File: config.mk
export PLATFORM = sky130hd
export DESIGN_NAME = level_sequencer_flat
export DESIGN_NICKNAME = d
export VERILOG_FILES = /design/src/rtl/level_sequencer_if.sv /design/src/rtl/level_sequencer.sv /design/src/flat_wrapper.sv
export SDC_FILE = /design/constraint.sdc
export NUM_CORES = 1
export LEC_CHECK = 0
export CAP_MARGIN = 20
export CORE_ASPECT_RATIO = 0.6
export CORE_MARGIN = 2
export CORE_UTILIZATION = 59
export DETAILED_ROUTE_END_ITERATION = 10
export GPL_TIMING_DRIVEN = 1
export PLACE_DENSITY = 0.85
export SKIP_CTS_REPAIR_TIMING = 1
export SYNTH_ARGS = -nofsm -noshare
export SYNTH_HDL_FRONTEND = slang
export SYNTH_SLANG_ARGS = --single-unit
File: constraint.sdc
create_clock -name Clk100M -period 3.3 [get_ports Clk100M]
set_input_delay 0.33 -clock Clk100M [delete_from_list [all_inputs] [get_ports Clk100M]]
set_output_delay 0.33 -clock Clk100M [all_outputs]
set_load 0.005 [all_outputs]
File: src/rtl/level_sequencer_if.sv
// Signal bundle between the SymCounter game controller and its pattern source,
// counter and display/LED logic.
interface level_sequencer_if #(
  parameter int COUNT_W = 5,
  parameter int LEVEL_W = 4
);
  // start and userDone are single-cycle request pulses with no ready/backpressure:
  // the controller acts on a pulse only in the states that accept it and drops it otherwise.
  logic               start;
  logic [COUNT_W-1:0] target;
  logic [COUNT_W-1:0] userCount;
  logic               userDone;
  logic [LEVEL_W-1:0] level;
  logic [COUNT_W-1:0] targetOut;
  logic               showTarget;
  logic               playEnable;
  logic               levelComplete;
  logic [COUNT_W-1:0] difference;
  logic               incLevel;
  logic               lose;
  logic               win;
  logic [2:0]         state_dbg;

  modport master (
    output start, target, userCount, userDone,
    input  level, targetOut, showTarget, playEnable, levelComplete,
           difference, incLevel, lose, win, state_dbg
  );

  modport slave (
    input  start, target, userCount, userDone,
    output level, targetOut, showTarget, playEnable, levelComplete,
           difference, incLevel, lose, win, state_dbg
  );
endinterface

File: src/rtl/level_sequencer.sv
// SymCounter game controller: show target, let the player count, judge |count-target|,
// then advance a level, lose, or win. All status outputs are registered from the next state.
module level_sequencer #(
  parameter int SHOW_CYCLES  = 100_000_000,
  parameter int PLAY_TIMEOUT = 1_000_000_000,
  parameter int MAX_LEVEL    = 15,
  parameter int TOLERANCE    = 2,
  parameter int LEVEL_W      = 4,
  parameter int COUNT_W      = 5
) (
  input logic               Clk100M,
  input logic               Reset_n,
  level_sequencer_if.slave  bus
);
  localparam int TIMER_MAX = (SHOW_CYCLES > PLAY_TIMEOUT) ? SHOW_CYCLES : PLAY_TIMEOUT;
  localparam int TIMER_W   = (TIMER_MAX > 1) ? $clog2(TIMER_MAX) : 1;
  localparam logic [TIMER_W-1:0] SHOW_LAST = TIMER_W'(SHOW_CYCLES - 1);
  localparam logic [TIMER_W-1:0] PLAY_LAST = TIMER_W'(PLAY_TIMEOUT - 1);
  localparam logic [COUNT_W-1:0] TOL       = COUNT_W'(TOLERANCE);
  localparam logic [LEVEL_W-1:0] LEVEL_TOP = LEVEL_W'(MAX_LEVEL);

  typedef enum logic [2:0] {
    S_IDLE, S_SHOW, S_PLAY, S_JUDGE, S_PASS, S_OVER, S_WIN
  } state_t;

  state_t             state_q, state_d;
  logic [TIMER_W-1:0] timer_q;
  logic               timed_out_q;
  logic               timeout_hit;
  logic               show_entry;
  logic               judge_entry;
  logic [COUNT_W-1:0] abs_diff;
  logic [LEVEL_W-1:0] level_q;
  logic [COUNT_W-1:0] target_q;
  logic [COUNT_W-1:0] diff_q;
  logic               show_q, play_q, judge_q, pass_q, over_q, win_q;

  always_ff @(posedge Clk100M) begin
    if (!Reset_n) state_q <= S_IDLE;
    else          state_q <= state_d;
  end

  // userDone is checked before the timeout so a pulse on the last PLAY cycle is judged normally.
  always_comb begin
    state_d     = state_q;
    timeout_hit = 1'b0;
    case (state_q)
      S_IDLE, S_OVER, S_WIN: if (bus.start) state_d = S_SHOW;
      S_SHOW: if (timer_q == SHOW_LAST) state_d = S_PLAY;
      S_PLAY: begin
        if (bus.userDone) begin
          state_d = S_JUDGE;
        end else if (timer_q == PLAY_LAST) begin
          state_d     = S_JUDGE;
          timeout_hit = 1'b1;
        end
      end
      S_JUDGE: begin
        if (timed_out_q || (diff_q > TOL)) state_d = S_OVER;
        else if (level_q == LEVEL_TOP)     state_d = S_WIN;
        else                               state_d = S_PASS;
      end
      S_PASS:  state_d = S_SHOW;
      default: state_d = S_IDLE;
    endcase
  end

  assign show_entry  = (state_d == S_SHOW) && (state_q != S_SHOW);
  assign judge_entry = (state_q == S_PLAY) && (state_d == S_JUDGE);
  assign abs_diff    = (bus.userCount >= target_q) ? (bus.userCount - target_q)
                                                   : (target_q - bus.userCount);

  // Timer restarts on every state change, so SHOW and PLAY each count from zero.
  always_ff @(posedge Clk100M) begin
    if (!Reset_n || (state_d != state_q))              timer_q <= '0;
    else if ((state_q == S_SHOW) || (state_q == S_PLAY)) timer_q <= timer_q + 1'b1;
    else                                               timer_q <= '0;
  end

  always_ff @(posedge Clk100M) begin
    if (!Reset_n) begin
      level_q     <= '0;
      target_q    <= '0;
      diff_q      <= '0;
      timed_out_q <= 1'b0;
      show_q      <= 1'b0;
      play_q      <= 1'b0;
      judge_q     <= 1'b0;
      pass_q      <= 1'b0;
      over_q      <= 1'b0;
      win_q       <= 1'b0;
    end else begin
      show_q  <= (state_d == S_SHOW);
      play_q  <= (state_d == S_PLAY);
      judge_q <= (state_d == S_JUDGE);
      pass_q  <= (state_d == S_PASS);
      over_q  <= (state_d == S_OVER);
      win_q   <= (state_d == S_WIN);
      if (show_entry) begin
        target_q    <= bus.target;
        timed_out_q <= 1'b0;
      end
      if (state_q == S_PASS)  level_q <= level_q + 1'b1;
      else if (show_entry)    level_q <= LEVEL_W'(1);
      if (judge_entry) begin
        diff_q      <= abs_diff;
        timed_out_q <= timeout_hit;
      end
    end
  end

  assign bus.level         = level_q;
  assign bus.targetOut     = target_q;
  assign bus.showTarget    = show_q;
  assign bus.playEnable    = play_q;
  assign bus.levelComplete = judge_q;
  assign bus.difference    = diff_q;
  assign bus.incLevel      = pass_q;
  assign bus.lose          = over_q;
  assign bus.win           = win_q;
  assign bus.state_dbg     = state_q;
endmodule
File: src/flat_wrapper.sv
// flat-port wrapper written by rule: the top's interface ports become plain ports
module level_sequencer_flat 
#(
  parameter int SHOW_CYCLES  = 100_000_000,
  parameter int PLAY_TIMEOUT = 1_000_000_000,
  parameter int MAX_LEVEL    = 15,
  parameter int TOLERANCE    = 2,
  parameter int LEVEL_W      = 4,
  parameter int COUNT_W      = 5
)
  (Clk100M, Reset_n, bus_start, bus_target, bus_userCount, bus_userDone, bus_level, bus_targetOut, bus_showTarget, bus_playEnable, bus_levelComplete, bus_difference, bus_incLevel, bus_lose, bus_win, bus_state_dbg);
  level_sequencer_if #(.COUNT_W(COUNT_W), .LEVEL_W(LEVEL_W)) bus_i ();
  input logic Clk100M;
  input logic Reset_n;
  input wire logic [$bits(bus_i.start)-1:0] bus_start;
  input wire logic [$bits(bus_i.target)-1:0] bus_target;
  input wire logic [$bits(bus_i.userCount)-1:0] bus_userCount;
  input wire logic [$bits(bus_i.userDone)-1:0] bus_userDone;
  output wire logic [$bits(bus_i.level)-1:0] bus_level;
  output wire logic [$bits(bus_i.targetOut)-1:0] bus_targetOut;
  output wire logic [$bits(bus_i.showTarget)-1:0] bus_showTarget;
  output wire logic [$bits(bus_i.playEnable)-1:0] bus_playEnable;
  output wire logic [$bits(bus_i.levelComplete)-1:0] bus_levelComplete;
  output wire logic [$bits(bus_i.difference)-1:0] bus_difference;
  output wire logic [$bits(bus_i.incLevel)-1:0] bus_incLevel;
  output wire logic [$bits(bus_i.lose)-1:0] bus_lose;
  output wire logic [$bits(bus_i.win)-1:0] bus_win;
  output wire logic [$bits(bus_i.state_dbg)-1:0] bus_state_dbg;
  assign bus_i.start = bus_start;
  assign bus_i.target = bus_target;
  assign bus_i.userCount = bus_userCount;
  assign bus_i.userDone = bus_userDone;
  assign bus_level = bus_i.level;
  assign bus_targetOut = bus_i.targetOut;
  assign bus_showTarget = bus_i.showTarget;
  assign bus_playEnable = bus_i.playEnable;
  assign bus_levelComplete = bus_i.levelComplete;
  assign bus_difference = bus_i.difference;
  assign bus_incLevel = bus_i.incLevel;
  assign bus_lose = bus_i.lose;
  assign bus_win = bus_i.win;
  assign bus_state_dbg = bus_i.state_dbg;
  level_sequencer #(.SHOW_CYCLES(SHOW_CYCLES), .PLAY_TIMEOUT(PLAY_TIMEOUT), .MAX_LEVEL(MAX_LEVEL), .TOLERANCE(TOLERANCE), .LEVEL_W(LEVEL_W), .COUNT_W(COUNT_W)) u_core (.Clk100M(Clk100M), .Reset_n(Reset_n), .bus(bus_i));
endmodule
==> run metrics <==
WP data arrival=2.58 ns; Routed Wire Length=5.84 mm; sw frac=24.4%; Critical Path Sink Type=flop; Post-synth ARST share=0%; Boundary Pins=37; # fillers=342; Setup CP Type=input pin to flop; routing usage on met3=4.81%; pwr dens=359 nW/um^2; mapped cell area=2830 sq um; footprint of the multi-input gates=1610 sq um; Tightest Pin Transition=0.790 ns; vias in the first global route=2136; Reg-to-Reg Start=u_core.bus.targetOut[2]$_SDFFE_PN0P_; CP Buf/Inv Count=1; EDFF count, synth=0; Min-Delay Path Class=flop to flop; Longest Clk Path Bufs=2; fin. max-slew vios=0; largest net degree at the start of global routing=31; Critical Path RT=3.51 ns; drc violations=0; Critical Path Stages=8; TNS Setup=0 ns; Leak Pwr=0.00126 uW; RR Endpoint=u_core.bus.difference[4]$_SDFFE_PN0P_; R2R Setup Slk=0.93 ns; gr busiest metal=met1; commonest non-fill, non-tap cells in the layout=54 x dfxtp_1, 51 x nor2_1, 36 x clkdlybuf4s50_1; htree depth=2; Area Growth Syn to Fin=17.4%; CTS buffer count=5; met1 Track Usage GR=37.8%; cell internal pwr=901 uW; clock root buffer=clkbuf_8; initial antenna violation count=0; die footprint=5390 sq um; Clock Power Share=31.7%; Logic pwr share=12.0%; period utilization=71.8%; commonest register cell after synthesis=dfxtp_1; pre-CTS WS=0.624 ns; post-DR vias/cell=5.37; first-pass GRT wire length=10.0 mm; Worst Skew=0.00807 ns; final setup fails=0; Unique masters post-synth=54; status=completed; maxcap violations=0; placed cell area=3230 sq um; crit path to=u_core.bus.difference[4]$_SDFFE_PN0P_; CP top delay family=compound AO/OA/AOI/OAI gates; # placed instances=420; GP Congestion=0.881; row count=19; Final Power=1190 uW; vias post-DR=2297; final instance area=3320 sq um; Initial DRC Count=147; flops & latches, synth=54; Overall Global Routing Usage=23.5%; Crit Path Max Fanout=6; clock sinks=54; Syn Nets=354; Buffers on Ports=36; fin worst setup slack=0.930 ns; DR WL/cell=13.7 microns; beginning of the critical path=bus_userCount[2]; clock transition at the registers of the reported paths=0.10 ns; slowest CP cell=clkdlybuf4s50_1; Final Hold Viols=0; Worst path most repeated cell=a21o_1; Die Span X=93.4 microns; proportion of layout cells with a drive suffix above 1=7.95%; Max Fclk=422 MHz; CP cell instances=clkdlybuf4s50_1 > ha_1 > a21o_1 > a31oi_1 > o21ai_2 > mux2_2 > a21o_1 > a211o_1; Worst R2R Path Depth=8; critical path's largest stage delay=0.43 ns; Initial DRT Pass Iterations=4; clock latency on the worst-skew pair=0.31 ns; met2 GRT Util=30.9%; Max transition margin=47.2%; NetSw=291 uW; non-filler cells, final=428; unrepaired setup endpoints after global routing=no; Mapped Avg Cell Area=8.66 sq um; antenna-violating nets left=0; remaining global-route overflow=0; Tmin final=2.37 ns; CORE AREA=4590 sq um; Seq pwr share=56.2%; CTS tree=built; initial cell density of the core=61.7%; commonest non-fill, non-tap cell in the layout=dfxtp_1; Mapped Cells=327; Seq/Total Area, Yosys=38.2%; HPWL after DPL=4.43 mm; Reg area=1080 sq um; Ys Warns=0; Die Y=57.7 microns; Worst Setup Start Kind=input pin; Worst VDD drop=0.216 mV; Antenna diodes=0; Nets=391
[routing by layer]
metal  routed length (microns)  share of wire (%)  vias to the layer above
li1                          -                  -                     1180
met1                      3120                 53                     1043
met2                      2330                 40                       69
met3                       354                6.1                        5
met4                        38               0.65                        0
met5                         0                  0                        -
[stage by stage]
stage	hold slack [ns]	utilization, %
CTS	0.478	72.4
global placement	0.443	70.4
finish	0.476	72.4
detailed placement	0.457	70.4
floorplan	0.426	-
global route	0.502	72.4
[power groups by stage]
stage / clock network (uW) / logic, uW / registers, uW
final: 378 / 143 / 670
after CTS: 386 / 143 / 670
after global placement: 0 / 138 / 685
after detailed placement: 0 / 142 / 685
after floorplan: 0 / 92.8 / 682
after global routing: 413 / 159 / 672
[area by class of cell]
type	count	share of cell area [%]
Clock buffer	7	2.60
Inverter	20	2.26
Sequential cell	54	32.5
Tap cell	63	2.37
Multi-Input combinational cell	244	48.5
Clock inverter	1	0.151
Timing Repair Buffer	39	11.5
[worst register-to-register path, delay by kind of cell, from the launching register on]
kind	cells	cell delay, ns
compound gates	5	0.97
fa+ha+maj	1	0.41
buf+inv	1	0.06
flops	1	0.39
mux	1	0.42
[Yosys cell counts, types with 3 or more instances]
library cell	n	area share, %
dfxtp_1	54	38
nor2_1	51	6.8
nand2_1	27	3.6
inv_1	20	2.7
nand3_1	18	3.2
xor2_1	16	5.0
xnor2_1	13	4.0
nor2b_1	12	2.7
ha_1	11	4.9
mux2i_1	9	3.2
a21oi_1	7	1.2
nand4_1	6	1.3
nor3_1	6	1.1
o21ai_0	6	1.1
and2_1	5	1.1
buf_4	5	1.3
nor4_1	5	1.1
and3_1	4	0.88
nor3b_1	4	1.1
a31oi_1	3	0.66
nand2b_1	3	0.66
[logic make-up after synthesis]
group,Yosys count,synth area share (%)
buffers and inverters,29,4.82
DFF,54,38.2
adders and majority gates,13,6.28
and+or+nand+nor,158,29.3
xor gates and xnor gates,29,8.97
AOI/OAI and AO/OA,34,8.84
muxes,10,3.58
[sequential cells by signal, summed over array words and instances, names as in the netlist]
register,cells
u_core.bus.state_dbg,3
u_core.bus.level,4
u_core.bus.win,1
u_core.timed_out_q,1
u_core.timer_q,30
u_core.bus.difference,5
u_core.bus.targetOut,5
u_core.bus.playEnable,1
u_core.bus.levelComplete,1
u_core.bus.showTarget,1
u_core.bus.incLevel,1
u_core.bus.lose,1
[worst min-delay path by stage]
stage | startpoint | end | slack (ns) | depth (start not counted)
global route | u_core.timed_out_q$_SDFFE_PN0P_ | u_core.timed_out_q$_SDFFE_PN0P_ | 0.50 | 2
detailed placement | u_core.timer_q[0]$_SDFF_PP0_ | u_core.timer_q[0]$_SDFF_PP0_ | 0.46 | 1
finish | u_core.timer_q[0]$_SDFF_PP0_ | u_core.timer_q[0]$_SDFF_PP0_ | 0.48 | 1
global placement | u_core.timer_q[0]$_SDFF_PP0_ | u_core.timer_q[0]$_SDFF_PP0_ | 0.44 | 1
CTS | u_core.timer_q[0]$_SDFF_PP0_ | u_core.timer_q[0]$_SDFF_PP0_ | 0.48 | 1
floorplan | u_core.timer_q[0]$_SDFF_PP0_ | u_core.timer_q[0]$_SDFF_PP0_ | 0.43 | 1
Power figures use the tool's default switching activity.
